`src/rtl/phase_sequencer.sv`:
```
// phase_sequencer: prescaled multi-phase one-hot trigger sequencer
// with wrap-up, bounce, one-shot and wrap-down stepping modes.
module phase_sequencer #(
    parameter int N_PHASES = 3,
    parameter int CNT_WIDTH = 32,
    localparam int PHASE_W = (N_PHASES > 1) ? $clog2(N_PHASES) : 1
) (
    input  logic                 clk,
    input  logic                 async_reset,
    input  logic                 clear,
    input  logic                 enable,
    input  logic [CNT_WIDTH-1:0] period_m1,
    input  logic [1:0]           mode,
    output logic [N_PHASES-1:0]  trigger,
    output logic [PHASE_W-1:0]   phase_idx,
    output logic                 wrap,
    output logic                 done
);
    localparam logic [PHASE_W-1:0] LAST = PHASE_W'(N_PHASES - 1);
    logic [CNT_WIDTH-1:0] cnt_q, cnt_d;
    logic [PHASE_W-1:0]   phase_q, phase_d, inc, dec;
    logic                 down_q, down_d, wrap_q, wrap_d, done_q, done_d, advance;
    always_ff @(posedge clk or posedge async_reset) begin
        if (async_reset) begin
            cnt_q   <= '0;
            phase_q <= '0;
            down_q  <= 1'b0;
            wrap_q  <= 1'b0;
            done_q  <= 1'b0;
        end else begin
            cnt_q   <= cnt_d;
            phase_q <= phase_d;
            down_q  <= down_d;
            wrap_q  <= wrap_d;
            done_q  <= done_d;
        end
    end
    // Index stepping wraps modulo N_PHASES, never 2^PHASE_W.
    always_comb begin
        inc     = (phase_q == LAST) ? '0 : phase_q + PHASE_W'(1);
        dec     = (phase_q == '0) ? LAST : phase_q - PHASE_W'(1);
        advance = enable && !done_q && (cnt_q >= period_m1);
        cnt_d   = cnt_q;
        phase_d = phase_q;
        down_d  = down_q;
        wrap_d  = 1'b0;
        done_d  = done_q;
        if (clear) begin
            cnt_d   = '0;
            phase_d = '0;
            down_d  = 1'b0;
            done_d  = 1'b0;
        end else if (enable && !done_q) begin
            cnt_d = advance ? '0 : cnt_q + CNT_WIDTH'(1);
            if (advance) begin
                case (mode)
                    2'b00: begin
                        phase_d = inc;
                        wrap_d  = (phase_q == LAST);
                        down_d  = 1'b0;
                    end
                    2'b11: begin
                        phase_d = dec;
                        wrap_d  = (phase_q == '0);
                        down_d  = 1'b0;
                    end
                    2'b01: begin
                        if (N_PHASES == 1) begin
                            wrap_d = 1'b1;
                        end else if (!down_q) begin
                            down_d  = (phase_q == LAST);
                            phase_d = (phase_q == LAST) ? dec : inc;
                        end else begin
                            down_d  = (phase_q != '0);
                            phase_d = (phase_q == '0) ? inc : dec;
                            wrap_d  = (phase_q == '0);
                        end
                    end
                    default: begin
                        phase_d = inc;
                        done_d  = (inc == LAST);
                    end
                endcase
            end
        end
    end
    always_comb begin
        trigger   = N_PHASES'(1) << phase_q;
        phase_idx = phase_q;
        wrap      = wrap_q;
        done      = done_q;
    end
endmodule

```
`config.mk`:
```
export PLATFORM = sky130hd
export DESIGN_NAME = phase_sequencer
export DESIGN_NICKNAME = d
export VERILOG_FILES = /design/src/rtl/phase_sequencer.sv
export SDC_FILE = /design/constraint.sdc
export NUM_CORES = 1
export LEC_CHECK = 0
export BUFFER_PORTS_ARGS = -buffer_cell sky130_fd_sc_hd__clkbuf_2
export CAP_MARGIN = 15
export CORE_ASPECT_RATIO = 0.75
export CORE_MARGIN = 4
export CORE_UTILIZATION = 55
export CTS_CLUSTER_DIAMETER = 60
export DETAILED_ROUTE_END_ITERATION = 6
export PLACE_DENSITY = 0.83
export SLEW_MARGIN = 20
export SYNTH_ARGS = -nofsm -noshare
export SYNTH_HDL_FRONTEND = slang
export SYNTH_SLANG_ARGS = --single-unit
```
`constraint.sdc`:
```
create_clock -name clk -period 3.7 [get_ports clk]
set_input_delay 0.74 -clock clk [delete_from_list [all_inputs] [get_ports clk]]
set_output_delay 0.74 -clock clk [all_outputs]
set_load 0.03 [all_outputs]
```
Word-level counts from Yosys, hierarchy flattened
Index checks and enable logic that the tools add are counted.
{ "word_totals": {"register_bits": 37, "input_bits": 38, "elab_cells": 55, "out_inout_bits": 7} }
{ "op_classes": {"n_lt_le_gt_ge": 1, "n_addsub": 3, "n_mux": 26, "n_reduce_logical": 14, "n_shift": 1, "n_eq_ne": 5} }
{ "ops": {"columns": ["cell", "count"], "rows": [
  ["32-bit 2-to-1 mux", 3],
  ["32-bit by 1-bit adder with 32-bit output (second input constant)", 1],
  ["32-bit greater-or-equal comparator", 1],
  ["2-bit 2-to-1 mux", 8],
  ["1-bit 2-to-1 mux", 12],
  ["2-bit == test (second input constant)", 3],
  ["3-bit AND reduction", 2],
  ["2-bit nonzero test", 3],
  ["2-bit zero test", 2],
  ["2-bit case mux with 2 select lines", 1],
  ["1-bit case mux with 3 select lines", 1],
  ["3-bit nonzero test", 1],
  ["3-bit OR reduction", 1],
  ["1-bit by 2-bit << shifter with 3-bit output (first input constant)", 1],
  ["2-bit by 1-bit adder with 2-bit output (second input constant)", 1],
  ["2-bit by 1-bit == test with 1-bit output (second input constant)", 1],
  ["1-bit logical AND", 2],
  ["2-bit by 1-bit != test with 1-bit output (second input constant)", 1],
  ["1-bit case mux with 2 select lines", 1],
  ["2-bit AND reduction", 1],
  ["2-bit OR reduction", 1],
  ["2-bit by 1-bit subtractor with 2-bit output (second input constant)", 1],
  ["1-bit zero test", 1]
]} }

Longest topological paths before layout
{ "depth": {"depth_word": 8, "ltp_mapped": 9, "ltp_nobuf": 8} }

Least setup slack after synthesis
OpenSTA, ideal clock, no wires.
{ "synth_timing": {"path_type": "input port to flip-flop", "from": "in period_m1[31]", "to": "reg cnt_q[26]", "arrival_ps": 2348, "t_required_ps": 3581, "stages": 9, "setup_time_ps": 119, "path_buffers": 1, "setup_slack_ps": 1234, "path_cell_list": "inv_1 -> ha_1 -> nand4_2 -> or4_1 -> nor3_2 -> o21ai_1 -> nand3_1 -> buf_4 -> nor2_1"} }
{ "synth_via": {"elab_chain_len": 5} }
{ "synth_rtl": {"columns": ["element", "line", "text"], "rows": [
  ["start, declared", "12", "input logic [CNT_WIDTH-1:0] period_m1,"],
  ["32-bit greater-or-equal comparator", "42", "advance = enable && !done_q && (cnt_q >= period_m1);"],
  ["1-bit logical AND", "42", null],
  ["32-bit 2-to-1 mux", "54", "cnt_d = advance ? '0 : cnt_q + CNT_WIDTH'(1);"],
  ["32-bit 2-to-1 mux", "53", "end else if (enable && !done_q) begin"],
  ["32-bit 2-to-1 mux", "48", "if (clear) begin"],
  ["end signal, assigned", "31", "cnt_q <= cnt_d;"],
  ["end, declared", "20", "logic [CNT_WIDTH-1:0] cnt_q, cnt_d;"]
]} }
Every way passes these cells. The select of a mux whose other input is x is not followed.
A chain may end at the register's enable or synchronous reset.

Final worst setup path
{ "layout_timing": {"from": "in period_m1[0]", "to": "reg cnt_q[29]"} }
Same word-level chain as after synthesis.

==> run metrics <==
Seq/Total Area, Yosys around 32%; Worst-Margin Slew between 0.4 and 0.5 ns; critical path peak fanout 21; drt total wl just over 6000 um; status completed; hold_buf cts 0; clock-pin slew on the worst setup and hold paths 0.07 ns; RR Startpoint cnt_q[0]$_DFFE_PP0P_; Crit. End Element flop; unrepaired setup endpoints after global routing no; starting density of the core about three fifths; share of cells above drive strength 1 17.60%; min Tclk post-route around 2.8 ns; Worst Hold Class in -> async; PortBufs 44; Bufs on Longest Clock Path 2; CTS tree yes; syn_nets around 410; Hold Violations, Final 0; Root Driver clkbuf_8; drc violations 0; DP Area between 3000 and 4000 sq um; clock net sink count 37; Final period util 76.79%; Synth Area in Simple Gates between 20% and 30%; Worst Setup EP cnt_q[29]$_DFFE_PP0P_; Max Slew Vio Count 0; FF+latch count, synth 37; Power, Total 0.0008618 W; CP Launch Point period_m1[0]; Finish-stage setup viols 0; post-DR wirelength/cell ~14 um; maximum vdd drop about 0.00016 V; first-pass GRT wire length 10540 um; Final ANT Viol Nets 0; Skew-Pair Late Insertion Delay 0.29 ns; largest area contributor in the netlist dfrtp_1; largest net degree at the start of global routing 38; die width roughly 90 um; die area roughly 6500 sq um; CP required slightly below 4 ns; Synth async-reset ratio between 90% and 100%; Most used DFF post-synth dfrtp_1; Synth Area in Adders a little under a fifth; DP HPWL approximately 4800 um; WS Path Type in -> reg; number of max-cap violations 0; nets roughly 460; main combinational cell family by area after synthesis simple AND/OR/NAND/NOR gates; Via Count between 2000 and 2500; hold slack between 0.5 and 0.6 ns; Leak Pwr 1.734 nW; Cell Rows 22; antenna violations before repair 0; mux cell area share after synthesis 0.7792%; R2R cell count 9; Slew Limit Headroom 66.84%; most frequent cells in the layout ha_1 (44), clkbuf_2 (44), nor2_1 (40), inv_1 (38), dfrtp_1 (37); Post-synth EDFFs 0; via/cell ratio 5.306; end of the worst register-to-register path cnt_q[29]$_DFFE_PP0P_; synthesized area around 2900 sq um; Pre-antenna DRT Iters 4; Synth Area in XOR/XNOR 8.788%; fin util 66.32%; Clock Skews 0.005842 ns; post-synth top area share around 32%; Syn-to-layout area delta 14.33%; fmax between 0.3 and 0.4 GHz; WP data arrival 3.07 ns; Setup TNS 0 ns; reg2reg setup slack 0.92 ns; Syn Area/Cell between 8 and 9 sq um; fillcell total 420; RePlAce Congestion just under 0.8; Post-CTS Resized 0; yosys synthesis warning count 0; post-CTS setup buffers 0; Total GRT Usage between 20 and 25%; Starting DRT DRC Count around 130; Cells after Synth roughly 330; post-route cell area approximately 3300 sq um; compound-gate portion of the synthesized area 10.74%; Core Box Area between 4000 and 5000 sq um; grt ovf 0; # H-tree levels 2; io pins 45; Ant. Diodes 0; Pwr Density 260.8 nW/um^2; Num CTS Buffers 5; vias in the first global route between 2000 and 2500; Worst setup SP type primary input; library cells used by synthesis 50; die height 70.78 um; Synth area leaders dfrtp_1 (32%), ha_1 (19%), xor2_1 (5.8%)
[critical path, stage by stage]
cell and delay (ns):
clkbuf_2 0.08, ha_1 0.27, nand2b_1 0.14, a2111oi_0 0.50
o32ai_1 0.23, o21ai_1 0.23, nand3_1 0.39, buf_4 0.36
nor2_1 0.13
[power breakdown]
| group | switching, W | leakage [nW] | total (W) | internal [W] |
|---|---|---|---|---|
| Clock | 0.000146 | 0.0585 | 0.000366 | 0.000220 |
| Combinational | 0.0000515 | 1.16 | 0.0000881 | 0.0000366 |
| Sequential | 0.00000189 | 0.516 | 0.000408 | 0.000406 |
[per-layer routing]
layer	up-vias	global-route usage (%)	wire length, um	part of all wire (%)
li1	1221	-	-	-
met1	1076	29.21	3043	50
met2	68	30.20	2609	43
met3	7	4.038	378	6.2
met4	0	6.590	73	1.2
met5	-	0	0	0
[layout make-up]
cell class	instances	area, sq um	area share (%)
sequential	37	925.9	28.02
clock inverter	1	30.03	0.9087
clock buffer	7	86.33	2.613
tap	72	90.09	2.726
multi-input combinational	245	1787	54.07
timing repair buffer	47	242.7	7.346
inverter	38	142.6	4.317
[worst min path at each step]
stage                           from                     to  slack (ns)  cells past startpoint
4_1_cts                  async_reset  cnt_q[15]$_DFFE_PP0P_        0.53                      3
3_5_place_dp        done$_DFFE_PP0P_       done$_DFFE_PP0P_        0.54                      1
3_3_place_gp        done$_DFFE_PP0P_       done$_DFFE_PP0P_        0.52                      1
2_1_floorplan  cnt_q[31]$_DFFE_PP0P_  cnt_q[31]$_DFFE_PP0P_        0.51                      2
6_report                 async_reset  cnt_q[15]$_DFFE_PP0P_        0.53                      3
5_1_grt                  async_reset  cnt_q[11]$_DFFE_PP0P_        0.56                      3
[state kept, by name, summed over array words and instances, names as in the netlist]
register	count
cnt_q	32
down_q	1
phase_idx	2
wrap	1
done	1
[synthesized netlist by cell type (all sizes together), types with 2 or more instances]
cell type / number
or4: 2
nor2: 41
a22oi: 2
dfrtp: 37
and2b: 2
mux2: 2
o21ai: 8
and4: 8
nand3: 17
xor2: 19
and3: 5
o32ai: 2
o21a: 3
ha: 44
nand4: 9
nor4: 2
inv: 38
buf: 5
nand2: 25
a21oi: 19
nor3: 5
nand2b: 2
xnor2: 10
nor2b: 3
[cells by family after synthesis]
| family | after synthesis |
|---|---|
| AOI/OAI and AO/OA | 47 |
| xor gates and xnor gates | 29 |
| adders and majority gates | 44 |
| buffers and inverters | 43 |
| DFF | 37 |
| muxes | 2 |
| and+or+nand+nor | 123 |
[through the flow]
step | setup slack (ns) | instances
after floorplan | 1.234 | 325
after global placement | 0.6692 | 439
after detailed placement | 0.5932 | 439
after CTS | 0.9059 | 447
after global routing | 0.6953 | 447
final | 0.8588 | 447
Power figures use the tool's default switching activity.
